<file path="src/rtl/serial_divider_if.sv">
// Operand/result bus of the serial divider.
//   Run     : level start request
//   LoadB   : load dividend register B from Din (IDLE only)
//   LoadS   : load divisor register S from Din (IDLE only)
//   Din     : 8-bit operand bus
//   Aval    : remainder (A[7:0]) when Done
//   Bval    : quotient (B) when Done
//   Done    : high while the divider sits in HALT
//   DivZero : divide-by-zero flag (constant 0 unless DIV_ZERO_CHECK_EN)
// The master drives requests/operands; the slave (divider) drives results.
interface serial_divider_if;
    logic       Run;
    logic       LoadB;
    logic       LoadS;
    logic [7:0] Din;
    logic [7:0] Aval;
    logic [7:0] Bval;
    logic       Done;
    logic       DivZero;

    modport master (
        output Run, LoadB, LoadS, Din,
        input  Aval, Bval, Done, DivZero
    );

    modport slave (
        input  Run, LoadB, LoadS, Din,
        output Aval, Bval, Done, DivZero
    );
endinterface

</file>
<file path="src/rtl/serial_divider.sv">
// Unsigned 8-bit restoring divider: one Run accept produces quotient in B and
// remainder in A after 8 SHIFT/TRIAL pairs (16 clocks), then waits in HALT until
// Run is released.
// Ports:
//   Clk   : system clock, rising edge
//   Reset : asynchronous active-high reset; clears all registers, state IDLE
//   bus   : serial_divider_if.slave (Run, LoadB, LoadS, Din, Aval, Bval, Done,
//           DivZero)
// Optional feature, macro DIV_ZERO_CHECK_EN: a Run with S==0 jumps straight to
// HALT with quotient FF, remainder = dividend and a registered DivZero flag.
// Without the macro DivZero is tied 0 and S==0 runs the normal algorithm, which
// yields the same quotient/remainder.
module serial_divider (
    input  logic             Clk,
    input  logic             Reset,
    serial_divider_if.slave  bus
);

    typedef enum logic [1:0] {StIdle, StShift, StTrial, StHalt} state_e;

    state_e      state_q, state_d;
    logic [8:0]  a_q, a_d;
    logic [7:0]  b_q, b_d;
    logic [7:0]  s_q, s_d;
    logic [3:0]  n_q, n_d;
    logic [8:0]  diff;
    logic        borrow;

`ifdef DIV_ZERO_CHECK_EN
    logic        dz_q, dz_d;
`endif

    // Trial subtraction; A < S signals a borrow, so the trial fails.
    assign diff   = a_q - {1'b0, s_q};
    assign borrow = (a_q < {1'b0, s_q});

    always_comb begin
        state_d = state_q;
        a_d     = a_q;
        b_d     = b_q;
        s_d     = s_q;
        n_d     = n_q;
`ifdef DIV_ZERO_CHECK_EN
        dz_d    = dz_q;
`endif
        unique case (state_q)
            StIdle: begin
                // Run wins over loads in the same cycle.
                if (bus.Run) begin
`ifdef DIV_ZERO_CHECK_EN
                    if (s_q == 8'd0) begin
                        a_d     = {1'b0, b_q};
                        b_d     = 8'hFF;
                        dz_d    = 1'b1;
                        state_d = StHalt;
                    end else begin
                        a_d     = 9'd0;
                        n_d     = 4'd0;
                        dz_d    = 1'b0;
                        state_d = StShift;
                    end
`else
                    a_d     = 9'd0;
                    n_d     = 4'd0;
                    state_d = StShift;
`endif
                end else begin
                    if (bus.LoadB) begin
                        b_d = bus.Din;
                        a_d = 9'd0;
`ifdef DIV_ZERO_CHECK_EN
                        dz_d = 1'b0;
`endif
                    end
                    if (bus.LoadS) begin
                        s_d = bus.Din;
`ifdef DIV_ZERO_CHECK_EN
                        dz_d = 1'b0;
`endif
                    end
                end
            end
            StShift: begin
                // {A,B} <<= 1; A[8] is always 0 here because A < S after each trial.
                a_d     = {a_q[7:0], b_q[7]};
                b_d     = {b_q[6:0], 1'b0};
                state_d = StTrial;
            end
            StTrial: begin
                if (!borrow) begin
                    a_d    = diff;
                    b_d[0] = 1'b1;
                end
                n_d     = n_q + 4'd1;
                state_d = (n_q == 4'd7) ? StHalt : StShift;
            end
            StHalt: begin
                if (!bus.Run) begin
                    state_d = StIdle;
                end
            end
            default: state_d = StIdle;
        endcase
    end

    always_ff @(posedge Clk or posedge Reset) begin
        if (Reset) begin
            state_q <= StIdle;
            a_q     <= 9'd0;
            b_q     <= 8'd0;
            s_q     <= 8'd0;
            n_q     <= 4'd0;
        end else begin
            state_q <= state_d;
            a_q     <= a_d;
            b_q     <= b_d;
            s_q     <= s_d;
            n_q     <= n_d;
        end
    end

`ifdef DIV_ZERO_CHECK_EN
    always_ff @(posedge Clk or posedge Reset) begin
        if (Reset) begin
            dz_q <= 1'b0;
        end else begin
            dz_q <= dz_d;
        end
    end
    assign bus.DivZero = dz_q;
`else
    assign bus.DivZero = 1'b0;
`endif

    assign bus.Aval = a_q[7:0];
    assign bus.Bval = b_q;
    assign bus.Done = (state_q == StHalt);

endmodule

</file>
<file path="src/flat_wrapper.sv">
// flat-port wrapper written by rule: the top's interface ports become plain ports
module serial_divider_flat 
  (Clk, Reset, bus_Run, bus_LoadB, bus_LoadS, bus_Din, bus_Aval, bus_Bval, bus_Done, bus_DivZero);
  serial_divider_if bus_i ();
  input  logic Clk;
  input  logic Reset;
  input wire logic [$bits(bus_i.Run)-1:0] bus_Run;
  input wire logic [$bits(bus_i.LoadB)-1:0] bus_LoadB;
  input wire logic [$bits(bus_i.LoadS)-1:0] bus_LoadS;
  input wire logic [$bits(bus_i.Din)-1:0] bus_Din;
  output wire logic [$bits(bus_i.Aval)-1:0] bus_Aval;
  output wire logic [$bits(bus_i.Bval)-1:0] bus_Bval;
  output wire logic [$bits(bus_i.Done)-1:0] bus_Done;
  output wire logic [$bits(bus_i.DivZero)-1:0] bus_DivZero;
  assign bus_i.Run = bus_Run;
  assign bus_i.LoadB = bus_LoadB;
  assign bus_i.LoadS = bus_LoadS;
  assign bus_i.Din = bus_Din;
  assign bus_Aval = bus_i.Aval;
  assign bus_Bval = bus_i.Bval;
  assign bus_Done = bus_i.Done;
  assign bus_DivZero = bus_i.DivZero;
  serial_divider u_core (.Clk(Clk), .Reset(Reset), .bus(bus_i));
endmodule
</file>
<file path="config.mk">
export PLATFORM = sky130hd
export DESIGN_NAME = serial_divider_flat
export DESIGN_NICKNAME = d
export VERILOG_FILES = /design/src/rtl/serial_divider_if.sv /design/src/rtl/serial_divider.sv /design/src/flat_wrapper.sv
export SDC_FILE = /design/constraint.sdc
export NUM_CORES = 1
export LEC_CHECK = 0
export ABC_AREA = 1
export BUFFER_PORTS_ARGS = -buffer_cell sky130_fd_sc_hd__buf_2
export CORE_AREA = 2 2 94 51
export DETAILED_ROUTE_END_ITERATION = 6
export DIE_AREA = 0 0 96 53
export PLACE_DENSITY = 0.79
export SYNTH_ARGS = -nofsm -noshare
export SYNTH_HDL_FRONTEND = slang
export SYNTH_SLANG_ARGS = --single-unit
</file>
<file path="constraint.sdc">
create_clock -name Clk -period 2 [get_ports Clk]
set_clock_uncertainty 0.1 [all_clocks]
set_input_delay 0.2 -clock Clk [delete_from_list [all_inputs] [get_ports Clk]]
set_output_delay 0.2 -clock Clk [all_outputs]
set_load 0.02 [all_outputs]
</file>
==> run_results.csv <==
group,metric,value,unit
status,outcome,"finished clean",
critical_path,crit_type,"flip-flop to flip-flop",
yosys,synth_cells,275,
clock_network,clockBufferDepth,2,
critical_path,cp.arrival,2010,ps
finish,diodes,0,
grt,grt_pass1_wl,7686,um
critical_path,critPathRequiredTime,2110,ps
critical_path,crit_slowest_cell,"a21oi_2",
yosys,syn_avg_cell_area,7.398,um^2
finish,final_util,0.5738,
finish,area_growth,19.37,%
clock_network,cts_buffers,5,
place,portBuffers,29,
sta,setup_slack,100.9,ps
job,drv_cap,0,
min_path,hp-start,"bus_Din[7]",
clock_network,ctsHtreeMaxLevel,2,
critical_path,regToRegSetupSlack,100,ps
finish,final_common_cell,"nand2_1",
sta,max_freq,526.6,MHz
yosys,synth_cell_types,30,
sta,slew_headroom,0.5853,
clock_network,cts_tree,"yes",
power_and_ir_drop,leakage,1.349,nW
place,place_ws,54.57,ps
finish,nNetsFinal,344,
detailed_routing,post_drt_wl_per_cell,12.99,um
grt,antenna_found_initial,0,
grt,grt_max_degree,32,
sta,timing.final.max_slew_violations,0,
die,coreArea,4233,um^2
min_path,hold_end,"u_core.s_q[7]",
min_path,hold_depth,3,
critical_path,end_kind,"flip-flop",
finish,layout_common_cells,"nand2_1 (81), inv_1 (39), dfrtp_1 (31), buf_2 (29), buf_4 (20)",
yosys,synthMuxAreaShare,0,
yosys,yosys.area_share.simple,0.2435,
min_path,hp-class,"input pin to flip-flop",
yosys,synth-xor-area-share,0.008610,
detailed_routing,drc,0,
critical_path,r2r_end,"u_core.bus.Bval[1]",
die,rows,17,
sta,period_minus_slack,1899,ps
sta,worst_pin_slew,622.0,ps
finish,drive_gt1_frac,0.2358,
die,dieArea,5088,um^2
yosys,synth_top_family_by_area,"simple AND/OR/NAND/NOR gates",
yosys,synth_compound_area_frac,0.1402,
critical_path,crit_chain,"inv_1, ha_1, nand2_1, o21ai_1, a21oi_2, o211ai_1, o21ai_1",
clock_network,clkSinkCount,31,
yosys,ys_ff_latch,31,
power_and_ir_drop,pwr_density_cell,1608,nW/um^2
detailed_routing,viasPerCell,4.835,
detailed_routing,vias,1813,
grt,grt_pass1_vias,1635,
critical_path,rr_worst_depth,7,
sta,finalHoldViolations,0,
detailed_routing,ant_nets,0,
critical_path,worstPathMaxFanout,14,
critical_path,worst_setup_path_start_kind,"flip-flop",
power_and_ir_drop,vdd_drop_max,0.8425,mV
place,gp_congestion,0.9196,
critical_path,r2r_start,"u_core.state_q[1]",
die,dieHeight,53,um
detailed_routing,wl,4873,um
place,post-dp-hpwl,3620,um
yosys,synth_fp_nets,302,
yosys,netlist_area,2034,um^2
clock_network,root_buffer,"clkbuf_8",
clock_network,clk_pin_slew_worst_paths,70,ps
yosys,synthAdderAreaFrac,0.08979,
critical_path,worst_path_largest_cell_delay,480,ps
critical_path,path_common_cell,"o21ai_1",
detailed_routing,drt_pre_antenna_iters,4,
detailed_routing,first_iter_violations,113,
die,die_x,96,um
yosys,ys_seq_area_frac,0.3813,
grt,grt-ovfl-total,0,
sta,finalSetupViolCount,0,
grt,grt.total_usage,0.2052,
die,start_util,0.4806,
sta,period_share,0.9496,
clock_network,insertion_delay,290,ps
yosys,yosysWarnings,0,
die,io_pins,31,
## per-stage QoR
step                      instance area (um^2)  std cells  hold WS, ps  TNS, ps  power, W
final                                     2429        375        78.15        0  0.003906
after global routing                      2429        375        102.0   -3.659  0.004262
after CTS                                 2356        370        74.54        0  0.003784
after detailed placement                  2262        361        211.1        0  0.003284
after global placement                    2262        361        204.3        0  0.003224
after floorplan                           2034        275        203.5        0  0.002674
## sequential cells by signal (all words and copies together), names as in the netlist
register	cells
u_core.state_q	2
u_core.n_q	4
u_core.a_q	9
u_core.bus.Bval	8
u_core.s_q	8
## routing by layer
layer | share of wire | vias to the layer above | track usage
met5 | 0 | - | 0
met4 | 0.011 | 0 | 0.05000
met3 | 0.065 | 7 | 0.05271
met2 | 0.39 | 51 | 0.2847
met1 | 0.54 | 809 | 0.3113
li1 | - | 946 | -
## how the worst max path moves through the flow
stage | to | cells past startpoint | slack [ps] | from
2_1_floorplan | u_core.a_q[8] | 13 | 210 | u_core.a_q[0]
3_3_place_gp | u_core.a_q[8] | 13 | 130 | u_core.a_q[0]
3_5_place_dp | u_core.a_q[8] | 13 | 50 | u_core.a_q[0]
4_1_cts | u_core.a_q[8] | 13 | 40 | u_core.a_q[0]
5_1_grt | u_core.a_q[6] | 9 | -4 | u_core.a_q[5]
6_report | u_core.bus.Bval[1] | 7 | 100 | u_core.state_q[1]
## synthesized netlist by cell type
| master | instances | area [um^2] |
|---|---|---|
| a21oi_1 | 16 | 80.08 |
| a21oi_2 | 1 | 8.760 |
| a31oi_1 | 1 | 6.260 |
| buf_2 | 3 | 15.01 |
| buf_4 | 9 | 67.56 |
| buf_6 | 1 | 11.26 |
| clkbuf_1 | 2 | 7.510 |
| clkinv_1 | 2 | 7.510 |
| conb_1 | 1 | 3.750 |
| dfrtp_1 | 31 | 775.7 |
| fa_1 | 1 | 20.02 |
| ha_1 | 13 | 162.7 |
| inv_1 | 39 | 146.4 |
| inv_2 | 5 | 18.77 |
| nand2_1 | 82 | 307.8 |
| nand2_2 | 3 | 18.77 |
| nand3_1 | 12 | 60.06 |
| nand3_2 | 1 | 10.01 |
| nand3_4 | 1 | 17.52 |
| nand3b_1 | 1 | 7.510 |
| nor2_1 | 14 | 52.55 |
| nor2_4 | 1 | 11.26 |
| nor3_1 | 2 | 10.01 |
| o211ai_1 | 7 | 52.55 |
| o21ai_0 | 6 | 30.03 |
| o21ai_1 | 10 | 50.05 |
| o21ai_2 | 2 | 17.52 |
| o22ai_1 | 4 | 25.02 |
| o31ai_1 | 2 | 15.01 |
| xor2_1 | 2 | 17.52 |
## cells by family (layout without fill, tap and decap cells)
kind of cell | Yosys count | in the layout
XOR/XNOR | 2 | 2
buffers and inverters | 61 | 104
adder cells (fa/ha/maj) | 14 | 14
AO/OA/AOI/OAI | 49 | 49
flip-flops | 31 | 31
other | 1 | 1
AND/OR/NAND/NOR | 117 | 117
## what timing repair did
item / 4_1_cts / 5_1_grt
endpoints found under the hold margin: 31 / 0
setup buffers: 0 / 5
gates resized for setup: 0 / 5
setup endpoints to repair: 0 / 7
hold buffers: 1 / 0
## power by group
part	leakage, nW	internal (W)	switching, W
Sequential	0.389	0.000893	0.000166
Combinational	0.912	0.000914	0.00145
Clock	0.0477	0.000238	0.000245
Total	1.35	0.00205	0.00186
## worst max-delay path: cells and delay by family (launching register included)
kind                     cells  cell delay, ps
flip-flops                   1             410
AO/OA/AOI/OAI                4             900
AND/OR/NAND/NOR              1              90
buffers and inverters        1              90
adder cells (fa/ha/maj)      1             240
## area by class of cell
| type | instances | area (um^2) |
|---|---|---|
| Clock buffer | 5 | 68.82 |
| Clock inverter | 3 | 15.01 |
| Fill cell | 416 | 1804 |
| Inverter | 46 | 172.7 |
| Multi-Input combinational cell | 183 | 1020 |
| Sequential cell | 31 | 775.7 |
| Tap cell | 57 | 71.32 |
| Timing Repair Buffer | 50 | 305.3 |
Note: power is estimated with default switching activity, not from simulation.
